===== src/rtl/instr_register_pkg.sv =====
// Shared types for the instruction register and its read-side sequencer.
package instr_register_pkg;

    localparam int DEPTH            = 32;
    localparam int ADDR_W           = $clog2(DEPTH);
    localparam int CNT_W            = ADDR_W + 1;
    localparam int READER_BUF_DEPTH = 2;

    typedef logic [ADDR_W-1:0] address_t;
    typedef logic [31:0]       instruction_t;

    typedef enum logic {
        ORDER_INC = 1'b0,
        ORDER_DEC = 1'b1
    } read_order_t;

    typedef enum logic [1:0] {
        IDLE  = 2'd0,
        ISSUE = 2'd1,
        DRAIN = 2'd2
    } reader_state_t;

    typedef struct packed {
        instruction_t instr;
        address_t     addr;
    } reader_entry_t;

    // One address step in the requested direction, wrapping modulo DEPTH.
    function automatic address_t step_addr(input address_t a, input read_order_t o);
        if (o == ORDER_DEC) begin
            return (a == '0) ? address_t'(DEPTH - 1) : a - address_t'(1);
        end
        return (a == address_t'(DEPTH - 1)) ? '0 : a + address_t'(1);
    endfunction

endpackage


===== src/rtl/instr_reader_buf.sv =====
// Small synchronous FIFO of captured {instruction, address} entries with a
// valid/ready read side and a flush that empties it in one edge.
module instr_reader_buf
    import instr_register_pkg::*;
#(
    parameter int BUF_DEPTH = READER_BUF_DEPTH
) (
    input  logic          clk,
    input  logic          reset,
    input  logic          flush_i,
    input  logic          push_i,
    input  reader_entry_t push_data_i,
    input  logic          ready_i,
    output logic          valid_o,
    output reader_entry_t data_o,
    output logic          full_o,
    output logic          last_o
);

    localparam int PTR_W  = (BUF_DEPTH > 1) ? $clog2(BUF_DEPTH) : 1;
    localparam int BCNT_W = $clog2(BUF_DEPTH + 1);

    reader_entry_t     mem_q [BUF_DEPTH];
    logic [PTR_W-1:0]  wr_ptr_q, wr_ptr_d;
    logic [PTR_W-1:0]  rd_ptr_q, rd_ptr_d;
    logic [BCNT_W-1:0] cnt_q, cnt_d;
    logic              pop;
    logic              push_ok;

    function automatic logic [PTR_W-1:0] bump(input logic [PTR_W-1:0] p);
        return (p == PTR_W'(BUF_DEPTH - 1)) ? '0 : p + PTR_W'(1);
    endfunction

    assign valid_o = (cnt_q != '0);
    assign full_o  = (cnt_q == BCNT_W'(BUF_DEPTH));
    assign last_o  = (cnt_q == BCNT_W'(1));
    assign data_o  = mem_q[rd_ptr_q];
    assign pop     = valid_o && ready_i;
    // A full buffer still accepts a push when the head leaves on the same edge.
    assign push_ok = push_i && (!full_o || pop);

    always_comb begin
        wr_ptr_d = wr_ptr_q;
        rd_ptr_d = rd_ptr_q;
        cnt_d    = cnt_q;
        if (flush_i) begin
            wr_ptr_d = '0;
            rd_ptr_d = '0;
            cnt_d    = '0;
        end else begin
            if (push_ok) wr_ptr_d = bump(wr_ptr_q);
            if (pop)     rd_ptr_d = bump(rd_ptr_q);
            if (push_ok && !pop)      cnt_d = cnt_q + BCNT_W'(1);
            else if (!push_ok && pop) cnt_d = cnt_q - BCNT_W'(1);
        end
    end

    always_ff @(posedge clk or posedge reset) begin
        if (reset) begin
            for (int i = 0; i < BUF_DEPTH; i++) mem_q[i] <= '0;
            wr_ptr_q <= '0;
            rd_ptr_q <= '0;
            cnt_q    <= '0;
        end else begin
            if (push_ok && !flush_i) mem_q[wr_ptr_q] <= push_data_i;
            wr_ptr_q <= wr_ptr_d;
            rd_ptr_q <= rd_ptr_d;
            cnt_q    <= cnt_d;
        end
    end

endmodule


===== src/rtl/instr_register_reader.sv =====
// Read-side sequencer: walks read_pointer over an address window and streams
// the returned words, tagged with their address, over valid/ready.
module instr_register_reader
    import instr_register_pkg::*;
#(
    parameter int BUF_DEPTH = READER_BUF_DEPTH
) (
    input  logic             clk,
    input  logic             reset,
    input  logic             start,
    input  logic             abort,
    input  address_t         start_addr,
    input  logic [CNT_W-1:0] count,
    input  read_order_t      order,
    output address_t         read_pointer,
    input  instruction_t     instruction_word,
    output logic             out_valid,
    input  logic             out_ready,
    output instruction_t     out_instr,
    output address_t         out_addr,
    output logic             busy,
    output logic             done,
    output logic             start_err
);

    reader_state_t    state_q, state_d;
    logic [CNT_W-1:0] rem_q, rem_d;
    read_order_t      order_q, order_d;
    address_t         rp_q, rp_d;

    logic          buf_full, buf_last, buf_flush, pop, capture, count_ok;
    reader_entry_t buf_head;

    // Handshake: an entry moves when out_valid && out_ready on a rising edge;
    // the head is held stable until then, and only abort/reset drop it.
    assign pop       = out_valid && out_ready;
    assign count_ok  = (count != '0) && (count <= CNT_W'(DEPTH));
    assign buf_flush = abort && (state_q != IDLE);
    assign capture   = (state_q == ISSUE) && !abort && (!buf_full || pop);

    instr_reader_buf #(.BUF_DEPTH(BUF_DEPTH)) u_buf (
        .clk         (clk),
        .reset       (reset),
        .flush_i     (buf_flush),
        .push_i      (capture),
        .push_data_i ('{instr: instruction_word, addr: rp_q}),
        .ready_i     (out_ready),
        .valid_o     (out_valid),
        .data_o      (buf_head),
        .full_o      (buf_full),
        .last_o      (buf_last)
    );

    always_ff @(posedge clk or posedge reset) begin
        if (reset) begin
            state_q <= IDLE;
            rem_q   <= '0;
            order_q <= ORDER_INC;
            rp_q    <= '1;
        end else begin
            state_q <= state_d;
            rem_q   <= rem_d;
            order_q <= order_d;
            rp_q    <= rp_d;
        end
    end

    always_comb begin
        state_d = state_q;
        rem_d   = rem_q;
        order_d = order_q;
        rp_d    = rp_q;
        unique case (state_q)
            IDLE: begin
                if (start && !abort && count_ok) begin
                    state_d = ISSUE;
                    rem_d   = count;
                    order_d = order;
                    rp_d    = start_addr;
                end
            end
            ISSUE: begin
                if (abort) begin
                    state_d = IDLE;
                    rem_d   = '0;
                end else if (capture) begin
                    rp_d  = step_addr(rp_q, order_q);
                    rem_d = rem_q - CNT_W'(1);
                    if (rem_q == CNT_W'(1)) state_d = DRAIN;
                end
            end
            DRAIN: begin
                if (abort || (pop && buf_last)) state_d = IDLE;
            end
            default: state_d = IDLE;
        endcase
    end

    always_comb begin
        busy         = (state_q != IDLE);
        done         = (state_q == DRAIN) && !abort && pop && buf_last;
        // Abort wins over a simultaneous start in IDLE and silences it.
        start_err    = start && ((state_q != IDLE) || (!abort && !count_ok));
        read_pointer = rp_q;
        out_instr    = buf_head.instr;
        out_addr     = buf_head.addr;
    end

endmodule


===== config.mk =====
export PLATFORM = sky130hd
export DESIGN_NAME = instr_register_reader
export DESIGN_NICKNAME = d
export VERILOG_FILES = /design/src/rtl/instr_register_pkg.sv /design/src/rtl/instr_reader_buf.sv /design/src/rtl/instr_register_reader.sv
export SDC_FILE = /design/constraint.sdc
export NUM_CORES = 1
export LEC_CHECK = 0
export ABC_CLOCK_PERIOD_IN_PS = 3100
export BUFFER_PORTS_ARGS = -buffer_cell sky130_fd_sc_hd__buf_2
export CORE_UTILIZATION = 55
export CTS_CLUSTER_SIZE = 16
export DETAILED_ROUTE_END_ITERATION = 16
export HOLD_SLACK_MARGIN = 0.02
export PLACE_DENSITY = 0.89
export SLEW_MARGIN = 20
export SYNTH_ARGS = -nofsm -noshare
export SYNTH_HDL_FRONTEND = slang
export SYNTH_HIERARCHICAL = 1
export SYNTH_SLANG_ARGS = --single-unit

===== constraint.sdc =====
create_clock -name clk -period 3.1 [get_ports clk]
set_input_delay 0.62 -clock clk [delete_from_list [all_inputs] [get_ports clk]]
set_output_delay 0.62 -clock clk [all_outputs]
set_load 0.02 [all_outputs]

==> summary by stage, run 1 <==
Outcome
The run finished with clean final reports.

Final layout
The sequential standard cell area is 2310 um2. Compared with the post-synthesis result, the final layout area differs by 17.4%. In the final layout, the multi-input gates occupy 2170 um2.

The number of standard cells in the layout, taps in and fillers out is 573. The number of nets in the final layout is 520. The layout has 611 filler cells.

The final antenna diode count is 0. The post-route netlist has 50.9% of its cells at a drive strength greater than 1.

Timing
The worst clock skew on the final layout is 0.0118 ns. The final worst-path cycle share is 92.4%. The relative max-transition margin is between 60% and 70%. The maximum achievable frequency is about 350 MHz.

The number of hold violations in the final report was 0. The total negative slack is 0 ns. Setup repair after global routing left no endpoint under its margin. For the pin with the worst max-slew slack, the measured transition is 0.537 ns. The clock period could shrink to between 2 and 3 ns.

Setup violations remaining at the end of the flow were counted as 0. The final count of pins violating max slew came to 0.

Floorplan
In this run the count of I/O pins placed on the die edge is 95. The width of the die is 94.0 um. The core region is 8220 um2. The initialized floorplan defines 33 standard-cell rows. The die boundary height is 94.0 um. The overall die area is between 8000 and 9000 um2. The initial utilization of the core area, before any placement, comes to approximately 57%.

Placement
The number of buffer cells added on primary ports is 94. Counting tap cells, the placed design contains a total of 557 instances. The half-perimeter wire length after detailed placement is 6930 um.

At the end of routability-driven placement, the weighted congestion stood at 0.964.

GRT
The first global-routing pass estimated 15600 um of wire. The number of global-route vias before repair is between 3000 and 4000. The initial antenna violation count was 0. After global routing the overflow that remains totals 0.

Entering global routing, the biggest net connects 36 pins. Global routing consumed, over all layers together, approximately 23% of the routing resources.

Clock network
After clock tree synthesis, the clock-pin slew on the worst setup and hold paths is 0.11 ns. Post-CTS repair changed the size of 0 cells. The clock tree root driver cell is sky130_fd_sc_hd__clkbuf_8. The H-tree was split into 3 levels. The clock passes through at most 2 buffers. TritonCTS built the clock tree.

For this design, the CTS-stage hold fixing added 0 buffers. Buffers inserted during clock tree synthesis total 9. The clock latency on the worst-skew pair is 0.36 ns. The clock sink total is 92. Post-CTS timing repair inserted 0 buffers for setup.

Job
The number of violations of the max-capacitance limit is 0.

Route
In the routed layout, each cell is associated on average with a via count of 5.59. Dividing the detail-routed wire length by the instance count gives 16.6 um. Once detail routing completed, the nets flagged for antenna violations numbered 0.

The number of violations reported at the end of detailed-routing iteration 0 is 121. The count of vias placed by the detailed router is about 3200. The overall routed net length is 9530 um.

For this run, design rule violations remaining after detail routing come to 0. The first detailed-routing pass took 4 iterations.

Critical path
The worst-case reg-to-reg path depth is 10. On the critical path, the stage with the largest delay is an instance of sky130_fd_sc_hd__or4_1. The largest single stage delay on the critical path is 0.53 ns. The worst register-to-register path ends at u_buf/mem_q[33]$_DFFE_PP0P_.

Traced cell by cell, the critical path runs through buf_2 > or4_1 > or3_1 > and2_1 > o21ai_0 > and2_1 > buf_2. For flop-to-flop paths, the worst setup slack is 0.41 ns. The startpoint type of the worst setup path is an input port. The category of the critical setup timing path is input port to primary output. STA puts the critical path data arrival time at 2.25 ns. The nature of the critical path endpoint is a primary output. Data on the critical path is required at its endpoint by around 2.5 ns.

The highest fanout seen on the critical path is 3. In this run the critical register-to-register path is launched from u_buf/cnt_q[0]$_DFFE_PP0P_.

Logic synthesis
Counting every instance in the synthesized netlist gives 368. The count of unique library cells instantiated by Yosys is 46. Sorting the synthesized cells by area gives the leading types as sky130_fd_sc_hd__dfrtp_1 47%, sky130_fd_sc_hd__mux2_2 24%, sky130_fd_sc_hd__mux2_1 3.1%, sky130_fd_sc_hd__dfstp_2 2.8%, sky130_fd_sc_hd__ha_1 2.2%. The portion of the post-synthesis area used by sequential elements is 49.6%. In the synthesized netlist the dominant register cell turns out to be sky130_fd_sc_hd__dfrtp_1.

The synthesized flop and latch total is 92. The biggest area contributor in the post-synthesis netlist is sky130_fd_sc_hd__dfrtp_1. The top cell type by area accounts for about 47% of the synthesized area. During synthesis, Yosys emitted a total of 6 warnings.

Yosys mapped a number of flops with a built-in enable equal to 0. The share of async-settable or async-resettable flops after synthesis is 100%. After synthesis, the mean cell area works out to 12.6 um2. The cell area after synthesis is 4650 um2.

The number of nets handed over by synthesis was 425.

Pwr
In this run the power density over the cells is a little over 1000 nW/um2. Across the VDD grid, the largest voltage drop is 0.471 mV. The static leakage is between 0.002 and 0.003 uW.

Worst hold path
The path class of the tightest hold or removal check is input port to async pin.
placed cells by master (no fill, tap or decap), types with 4 or more instances in the layout:
cell type and count:
sky130_fd_sc_hd__clkbuf_8 9, sky130_fd_sc_hd__nand2_1 10, sky130_fd_sc_hd__buf_4 6, sky130_fd_sc_hd__mux2_2 101, sky130_fd_sc_hd__o21ai_0 12, sky130_fd_sc_hd__nor2_1 18, sky130_fd_sc_hd__a21oi_1 13, sky130_fd_sc_hd__dfstp_2 5
sky130_fd_sc_hd__nor3_1 8, sky130_fd_sc_hd__ha_1 8, sky130_fd_sc_hd__mux2_1 13, sky130_fd_sc_hd__dfrtp_1 86, sky130_fd_sc_hd__mux2_4 4, sky130_fd_sc_hd__buf_2 94, sky130_fd_sc_hd__inv_1 15, sky130_fd_sc_hd__mux2i_1 5
logic make-up (layout without fill, tap and decap cells):
logic type                 count (synthesis)  count (layout)  share of synthesized area, %
buffers and inverters                     35             135                          3.68
xor gates and xnor gates                   5               5                         0.941
AOI/OAI and AO/OA                         49              49                          7.42
muxes                                    123             123                          30.0
DFF                                       92              92                          49.6
adders and majority gates                  8               8                          2.15
and+or+nand+nor                           56              56                          6.24
state kept, by name, summed over array words and instances, names as in the netlist:
signal          count
order_q             1
state_q             2
u_buf/mem_q        74
u_buf/wr_ptr_q      1
u_buf/cnt_q         2
rem_q               6
u_buf/rd_ptr_q      1
read_pointer        5
routing by layer:
metal / GRT usage [%] / up-vias / wire length (um)
li1: - / 1521 / -
met1: 29.0 / 1555 / 4040
met2: 39.3 / 115 / 4820
met3: 3.88 / 10 / 579
met4: 7.44 / 0 / 95
met5: 0 / - / 0
synth_stat cells (4+ instances only):
cell                       number
sky130_fd_sc_hd__a21oi_1       13
sky130_fd_sc_hd__nor3_1         8
sky130_fd_sc_hd__ha_1           8
sky130_fd_sc_hd__mux2_2       101
sky130_fd_sc_hd__dfrtp_1       87
sky130_fd_sc_hd__mux2_1        13
sky130_fd_sc_hd__nor2_1        18
sky130_fd_sc_hd__o21ai_0       12
sky130_fd_sc_hd__mux2_4         4
sky130_fd_sc_hd__nand2_1       10
sky130_fd_sc_hd__dfstp_2        5
sky130_fd_sc_hd__buf_6          4
sky130_fd_sc_hd__mux2i_1        5
sky130_fd_sc_hd__inv_1         16
sky130_fd_sc_hd__clkbuf_1       8
worst max-delay path, delay by kind of cell:
| family | cells | cell delay (ns) |
|---|---|---|
| simple gates | 4 | 1.23 |
| buf+inv | 2 | 0.25 |
| compound gates | 1 | 0.14 |
where the power goes:
part	leakage [uW]	total, uW	internal [uW]	switching [uW]
clock	0.000109	849	394	455
sequential	0.00114	2170	1780	387
combinational	0.00137	2570	1250	1320
how the worst max path moves through the flow:
stage                           end  cells after the start  startpoint  slack, ns
after floorplan           start_err                      5    count[3]       0.47
after global placement    start_err                      7    count[3]       0.30
after detailed placement  start_err                      7    count[3]       0.24
after CTS                 start_err                      7    count[3]       0.24
after global routing      start_err                      7    count[3]       0.13
final                     start_err                      7    count[3]       0.23
layout make-up:
type | count | area share, %
Inverter | 16 | 1.12
Clock buffer | 9 | 2.27
Timing Repair Buffer | 103 | 10.5
Sequential cell | 92 | 42.3
Clock inverter | 7 | 1.60
Tap cell | 105 | 2.40
Multi-Input combinational cell | 241 | 39.8
metrics by stage:
stage               hold WS (ns)  utilization [%]  instance area (um2)  power, uW  setup slack [ns]
finish                     0.262             66.5                 5460       5590             0.235
global route               0.292             66.5                 5460       5950             0.128
CTS                        0.253             66.5                 5460       5640             0.235
detailed placement         0.471             63.9                 5250       4770             0.243
global placement           0.461             63.9                 5250       4610             0.295
floorplan                  0.452                -                 4650       4000             0.469
Note: power is estimated with default switching activity, not from simulation.
==> inputs of run 2 (changes only) <==
--- a/config.mk
+++ b/config.mk
@@ -5,13 +5,13 @@
 export SDC_FILE = /design/constraint.sdc
 export NUM_CORES = 1
 export LEC_CHECK = 0
-export ABC_CLOCK_PERIOD_IN_PS = 3100
+export ABC_CLOCK_PERIOD_IN_PS = 3430
 export BUFFER_PORTS_ARGS = -buffer_cell sky130_fd_sc_hd__buf_2
 export CORE_UTILIZATION = 55
 export CTS_CLUSTER_SIZE = 16
 export DETAILED_ROUTE_END_ITERATION = 16
 export HOLD_SLACK_MARGIN = 0.02
-export PLACE_DENSITY = 0.89
+export PLACE_DENSITY_LB_ADDON = 0.12
 export SLEW_MARGIN = 20
 export SYNTH_ARGS = -nofsm -noshare
 export SYNTH_HDL_FRONTEND = slang
==> constraint.sdc (replaced) <==
create_clock -name clk -period 3.43 [get_ports clk]
set_input_delay 0.686 -clock clk [delete_from_list [all_inputs] [get_ports clk]]
set_output_delay 0.686 -clock clk [all_outputs]
set_load 0.02 [all_outputs]
==> summary by stage, run 2 (synthesized netlist as in run 1, its figures left out) <==
Timing
The worst hold slack across all endpoints is 0.384 ns (+0.122 ns). The transition time at the pin with the least slew margin is 0.748 ns (+0.211 ns). The number of hold violations in the final report is 0 (unchanged). The relative max-transition margin is 50.1% (-14 points).

The count of final setup violators is 0 (unchanged). The final worst-path cycle share is 86.4%. The total negative slack is 0 ns (unchanged). Based on the critical path, the design can be clocked at up to 338 MHz. Setup repair after global routing left no endpoint under its margin. The worst clock skew on the final layout is 0.0108 ns (-0.00104 ns). The final count of pins violating max slew is 0 (unchanged). The clock period minus worst slack is 2.96 ns.

Critical path
The startpoint type of the worst setup path is an input port. The count of buffer and inverter cells on the critical path is 2 (unchanged). The worst-case reg-to-reg path depth is 8 (-2). The signal on the critical path passes through buf_2 > or4_1 > or3_1 > and2_1 > o21ai_0 > and2_1 > buf_2. The logic depth of the worst path, buffers included is 7 (unchanged). The required time at the worst-slack endpoint is 2.74 ns (+0.26 ns).

The category of the critical setup timing path is input port to primary output. The worst setup path is captured at a primary output. The arrival time at the worst endpoint was 2.28 ns (+0.03 ns). The slowest cell on the critical path is sky130_fd_sc_hd__or4_1. The longest individual stage delay on the worst path is 0.53 ns (about the same).

The highest fanout seen on the critical path is 3 (unchanged). The kind of cell with the highest combined delay on the critical path is simple AND/OR/NAND/NOR gates.

Placement
The placer congestion estimate is 0.832 (-14%). The half-perimeter wire length after detailed placement is 6500 um (-6.2%). The number of buffer cells added on primary ports came to 94 (unchanged). The total instance count after detailed placement came to 556 (-0.18%).

Floorplan
The area of the core came to 8220 um2 (unchanged). The placement row count is 33 (unchanged). The initial cell density of the core was 56.6% (unchanged). The die boundary height was 94.0 um (unchanged).

The width of the die is 94.0 um (unchanged). The number of top-level design ports is 95 (unchanged). The overall die area is 8830 um2 (unchanged).

Route
The final routed wire length divided by cell count came to 15.9 um (-4.5%). The post-detailed-route count of antenna-violating nets came to 0 (unchanged). The count of vias placed by the detailed router came to 3165 (-1.1%). The overall routed net length is 9080 um (-4.7%).

The average vias per placed instance is 5.53 (-0.95%). The detailed-route DRC error count is 0 (unchanged). The number of iterations in the first detailed-routing pass came to 4 (unchanged). The number of violations reported at the end of detailed-routing iteration 0 is 91 (-25%).

Clock network
The largest buffer count on any clock path is 2 (unchanged). The post-CTS clock slew at the launch and capture registers of the worst setup and hold paths is 0.09 ns (-0.02 ns). The cell sitting at the root of the clock tree is a sky130_fd_sc_hd__clkbuf_8.

The clock sink total is 92 (unchanged). The post-CTS resize count was 0 (unchanged). The clock latency on the worst-skew pair is 0.36 ns (about the same). The H-tree depth reported by CTS is 3 (unchanged). The number of buffers inserted by post-CTS setup repair was 0 (unchanged).

TritonCTS built the clock tree. The CTS buffer count is 9 (unchanged). The hold-fix buffer count after cts is 0 (unchanged).

Job
The number of violations of the max-capacitance limit is 0 (unchanged).

Pwr
The power per unit of standard cell area is 909 nW/um2 (-11%). The overall power consumption was 4900 uW (-12%). The worst ir drop on vdd came to 0.482 mV (+2.2%). The static leakage came to 0.00259 uW (-1.2%).

Worst hold path
The worst min-delay path category is input port to async pin.

GRT
The overall routing resource usage is 21.6% (-1.2 points). The total overflow reported by the global router is 0 (unchanged). The number of global-route vias before repair came to 3076 (-5.7%). The first-pass GRT wire length is 14700 um (-6.0%). The initial antenna violation count is 0 (unchanged).

The largest net degree at the start of global routing is 43 (+19%).

Final layout
The library cell used most frequently in the layout, excluding fill and tap cells, is sky130_fd_sc_hd__mux2_2. The number of flip-flops in the largest register is 74 (unchanged). The multi-input combinational cell area came to 2170 um2 (unchanged).

The top register by number of flip-flops is u_buf/mem_q. The share of post-route cells with drive strength above 1 came to 50.7% (-0.11 points). In the layout the commonest cells are 101 x sky130_fd_sc_hd__mux2_2, 94 x sky130_fd_sc_hd__buf_2, 86 x sky130_fd_sc_hd__dfrtp_1. The number of fill cells in the layout is 657 (+7.5%). The number of standard cells in the layout, taps in and fillers out came to 572 (-0.17%). The sequential standard cell area came to 2310 um2 (unchanged).

The final cell utilization of the core came to 65.7% (-0.81 points). The area growth from synthesis to layout is 16.0%. The final antenna diode count came to 0 (unchanged). The number of nets in the final layout is 519 (-0.19%).

Outcome
The flow ran to the end, and the final reports show no timing, DRC or antenna violations.
-- run 2: layer usage --
metal  wire length, um  vias to the layer above  share of wire, %  global-route usage [%]
met5                 0                        -                 0                       0
met4               102                        0               1.1                    6.54
met3               499                        8               5.5                    4.77
met2              4380                       90                48                    35.4
met1              4100                     1554                45                    28.5
li1                  -                     1513                 -                       -
-- run 2: layout make-up --
cell class                      instances  share of cell area, %
Clock inverter                          7                   1.23
Tap cell                              105                   2.43
Sequential cell                        92                   42.8
Timing Repair Buffer                  102                   9.83
Inverter                               16                   1.14
Clock buffer                            9                   2.30
Multi-Input combinational cell        241                   40.3
-- run 2: worst paths after layout --
check	from	to	slack [ns]
max	count[3]	start_err	0.47
min	reset	state_q[1]$_DFFE_PP0P_	0.38
max reg2reg	u_buf/cnt_q[0]$_DFFE_PP0P_	u_buf/mem_q[34]$_DFFE_PP0P_	0.57
min reg2reg	u_buf/mem_q[66]$_DFFE_PP0P_	u_buf/mem_q[66]$_DFFE_PP0P_	0.49
max in group asynchronous	reset	u_buf/mem_q[62]$_DFFE_PP0P_	2.21
min in group clk	u_buf/mem_q[66]$_DFFE_PP0P_	u_buf/mem_q[66]$_DFFE_PP0P_	0.49
-- run 2: power breakdown --
part | internal [uW] | switching (uW)
combinational | 1110 | 1130
clock | 284 | 413
sequential | 1610 | 363
-- run 2: through the flow --
step | area [um2] | setup WS [ns]
after floorplan | 4650 | 0.667
after global placement | 5210 | 0.495
after detailed placement | 5210 | 0.471
after CTS | 5400 | 0.471
after global routing | 5400 | 0.285
final | 5400 | 0.468
==> inputs of run 3 (changes only) <==
--- a/config.mk
+++ b/config.mk
@@ -5,9 +5,10 @@
 export SDC_FILE = /design/constraint.sdc
 export NUM_CORES = 1
 export LEC_CHECK = 0
+export ABC_AREA = 1
 export ABC_CLOCK_PERIOD_IN_PS = 3430
 export BUFFER_PORTS_ARGS = -buffer_cell sky130_fd_sc_hd__buf_2
-export CORE_UTILIZATION = 55
+export CORE_UTILIZATION = 40
 export CTS_CLUSTER_SIZE = 16
 export DETAILED_ROUTE_END_ITERATION = 16
 export HOLD_SLACK_MARGIN = 0.02
==> summary by stage, run 3 <==
Critical path
The longest individual stage delay on the worst path is 0.47 ns (-0.06 ns). The internal reg-to-reg setup slack was 0.93 ns (+0.36 ns). The count of buffer and inverter cells on the critical path is 3 (+1). The kind of cell with the highest combined delay on the critical path is buffers and inverters. The worst setup path is captured at a primary output. Counting stages on the worst path, the most repeated cell is sky130_fd_sc_hd__nand2_1. The arrival time at the worst endpoint is 1.82 ns (-0.46 ns).

The worst register-to-register path ends at u_buf/mem_q[14]$_DFFE_PP0P_. The critical path goes through inv_1 > buf_4 > nand2_1 > nand2_1 > buf_2. The highest fanout seen on the critical path is 18 (+15). The worst-case reg-to-reg path depth is 9 (+1). The slowest cell on the critical path is sky130_fd_sc_hd__inv_1. The critical path starts at u_buf/rd_ptr_q$_DFFE_PP0P_. The category of the critical setup timing path is flip-flop to primary output.

The most critical setup path has its endpoint at out_instr[17]. The startpoint type of the worst setup path is a flip-flop. The worst reg2reg path startpoint is state_q[1]$_DFFE_PP0P_. The logic depth of the worst path, buffers included came to 5 (-2).

The required time at the worst-slack endpoint is 2.74 ns (about the same).

Logic synthesis
The portion of netlist area occupied by mux cells is 0% (-30 points). By area, the combinational part of the netlist is dominated by simple AND/OR/NAND/NOR gates. The share of async-settable or async-resettable flops after synthesis is 100% (unchanged). The count of unique library cells instantiated by Yosys is 28 (-39%). The number of enable flip-flop cells after synthesis is 0 (unchanged).

The dominant register cell in the synthesized netlist is sky130_fd_sc_hd__dfrtp_1. The cell taking the most area after synthesis is sky130_fd_sc_hd__dfrtp_1. The synthesized-area fraction occupied by ao, oa, aoi and oai cells came to 14.0% (+6.6 points).

The most used standard cell by instance count after synthesis is sky130_fd_sc_hd__nand2_1. By count the netlist is led by 240 x sky130_fd_sc_hd__nand2_1, 87 x sky130_fd_sc_hd__dfrtp_1, 66 x sky130_fd_sc_hd__inv_1. After synthesis, the cell types taking the most area are sky130_fd_sc_hd__dfrtp_1 45%, sky130_fd_sc_hd__nand2_1 18%, sky130_fd_sc_hd__o21ai_2 9.0%, sky130_fd_sc_hd__inv_1 5.1%, sky130_fd_sc_hd__o21ai_0 3.5%.

The synthesized flop and latch total is 92 (unchanged). The number of nets produced by synthesis is 669 (+57%). The fraction of synthesized cell area taken by the top area cell type is 44.5% (-2.3 points). The cell area after synthesis is 4890 um2 (+5.1%). The mean cell area of the mapped netlist came to 7.99 um2 (-37%). The number of synthesis warnings is 6 (unchanged). The portion of the post-synthesis area used by sequential elements was 47.2% (-2.4 points). The post-synthesis instance total is 612 (+66%). The fraction of the mapped netlist area in simple logic gates is 27.0% (+21 points). The xor/xnor share of the synthesized area was 0.179% (-0.76 points). The area share of fa/ha/maj cells after synthesis is 2.05% (-0.10 points).

Timing
The maximum achievable frequency is 398 MHz (+18%). The clock period minus worst slack is 2.51 ns (-0.452 ns). The count of final setup violators is 0 (unchanged).

The total negative slack was 0 ns (unchanged). The number of hold violations in the final report is 0 (unchanged). The final worst-path cycle share is 73.2% (-13 points). Setup repair after global routing left no endpoint under its margin. The final count of pins violating max slew is 0 (unchanged). The transition time at the pin with the least slew margin is 0.762 ns (+0.0144 ns). The post-route worst setup slack is 0.920 ns (+0.452 ns). The worst clock skew on the final layout is 0.00635 ns (-0.00445 ns).

The relative max-transition margin is 49.2% (-0.90 points).

Clock network
The H-tree depth reported by CTS came to 3 (unchanged). The hold-fix buffer count after cts is 0 (unchanged). The CTS buffer count is 9 (unchanged). The clock sink total came to 92 (unchanged). The post-CTS resize count was 0 (unchanged). The clock tree root driver cell is sky130_fd_sc_hd__clkbuf_16. The largest buffer count on any clock path is 2 (unchanged).

The post-CTS clock slew at the launch and capture registers of the worst setup and hold paths was 0.06 ns (-0.03 ns). The TritonCTS clock tree is done. The number of buffers inserted by post-CTS setup repair is 0 (unchanged). The clock latency on the worst-skew pair is 0.34 ns (-0.02 ns).

Job
The number of violations of the max-capacitance limit is 0 (unchanged).

Placement
The total instance count after detailed placement was 833 (+50%). The number of buffer cells added on primary ports is 94 (unchanged). The half-perimeter wire length after detailed placement is 7260 um (+12%).

The placer congestion estimate was 0.817 (-1.8%). The setup slack after placement is 0.915 ns (+0.444 ns).

Floorplan
The number of top-level design ports is 95 (unchanged). The initial cell density of the core is 40.9% (-16 points). The placement row count is 40 (+21%). The overall die area is 12700 um2 (+43%). The die boundary height is 113 um (+20%).

The width of the die is 113 um (+20%). The area of the core is 12000 um2 (+46%).

Route
The number of iterations in the first detailed-routing pass is 4 (unchanged). The post-detailed-route count of antenna-violating nets is 0 (unchanged). The number of violations reported at the end of detailed-routing iteration 0 was 236 (+160%). The detailed-route DRC error count is 0 (unchanged). The average vias per placed instance is 4.68 (-15%). The count of vias placed by the detailed router was 3982 (+26%). The overall routed net length is 10500 um (+15%). The final routed wire length divided by cell count is 12.3 um (-23%).

Final layout
The top register by number of flip-flops is u_buf/mem_q. The number of flip-flops in the largest register was 74 (unchanged). The number of fill cells in the layout is 1222 (+86%). The share of post-route cells with drive strength above 1 is 26.6% (-24 points). The library cell used most frequently in the layout, excluding fill and tap cells, is sky130_fd_sc_hd__nand2_1. The top cell types in the final layout, fill and taps aside, are 240 x sky130_fd_sc_hd__nand2_1, 94 x sky130_fd_sc_hd__buf_2, 87 x sky130_fd_sc_hd__dfrtp_1.

The number of nets in the final layout came to 754 (+45%). The number of standard cells in the layout, taps in and fillers out is 850 (+49%). The area growth from synthesis to layout is 17.3%.

Outcome
The flow ran to the end, and the final reports show no timing, DRC or antenna violations.

Pwr
The power per unit of standard cell area is 924 nW/um2 (+1.6%). The worst ir drop on vdd is 0.315 mV (-35%). The static leakage is 0.00317 uW (+22%).

GRT
The total overflow reported by the global router came to 0 (unchanged). The number of global-route vias before repair is 3775 (+23%). The initial antenna violation count is 1 (+1).

The first-pass GRT wire length was 18000 um (+23%). The overall routing resource usage came to 18.0% (-3.5 points). The largest net degree at the start of global routing is 45 (+4.7%).

Worst hold path
The worst min-delay path category is input port to async pin.
==> run 3: cell count changes in the layout (fill, tap and decap cells not counted), sizes merged, moves of 5 or more <==
cell,before,now
a21oi,13,7
inv,20,68
mux2,118,0
mux2i,5,0
nand2,10,244
nand3,2,28
nand4,0,6
nor2,18,34
nor3,8,0
o21ai,13,88
==> run 3: area by class of cell <==
class	count	area, um2	share of cell area, %
flip-flops and latches	92	2310	40.3
multi-input cells	424	2120	37.1
repair buffers	101	548	9.56
clock buffers	13	260	4.54
inverters	69	260	4.54
well taps	147	184	3.21
clock inverters	3	45.0	0.786
diodes	1	2.50	0.0436
==> run 3: how the worst min path moves through the flow <==
| stage | startpoint | end | slack [ns] | cells past startpoint |
|---|---|---|---|---|
| floorplan | u_buf/mem_q[32]$_DFFE_PP0P_ | u_buf/mem_q[32]$_DFFE_PP0P_ | 0.45 | 2 |
| global placement | u_buf/mem_q[12]$_DFFE_PP0P_ | u_buf/mem_q[12]$_DFFE_PP0P_ | 0.46 | 2 |
| detailed placement | u_buf/mem_q[25]$_DFFE_PP0P_ | u_buf/mem_q[25]$_DFFE_PP0P_ | 0.47 | 2 |
| CTS | reset | order_q$_DFFE_PP0P_ | 0.41 | 2 |
| global route | reset | order_q$_DFFE_PP0P_ | 0.45 | 2 |
| finish | reset | order_q$_DFFE_PP0P_ | 0.42 | 2 |
==> run 3: where the power goes <==
part	total, uW	leakage [uW]	switching, uW	internal (uW)
clock network	1000	0.000142	398	605
logic	2390	0.00187	1550	840
registers	1900	0.00116	323	1580
==> run 3: routing by layer <==
metal / part of all wire [%] / GRT usage, %
met2: 44 / 27.6
met5: 0 / 0
met3: 5.7 / 4.10
met4: 1.4 / 8.27
met1: 49 / 24.3
==> run 3: metrics by stage <==
step | hold slack (ns) | util (%) | cell area [um2] | total power, uW
6_report | 0.415 | 47.9 | 5730 | 5290
5_1_grt | 0.450 | 47.9 | 5730 | 5760
4_1_cts | 0.414 | 47.9 | 5730 | 5360
3_5_place_dp | 0.468 | 45.4 | 5430 | 4330
3_3_place_gp | 0.463 | 45.4 | 5430 | 4270
2_1_floorplan | 0.453 | - | 4890 | 3650
==> run 3: cells by family after synthesis <==
| logic type | count (synthesis) |
|---|---|
| adder cells (fa/ha/maj) | 8 |
| XOR/XNOR | 1 |
| buffers and inverters | 96 |
| flip-flops | 92 |
| AND/OR/NAND/NOR | 317 |
| AO/OA/AOI/OAI | 98 |
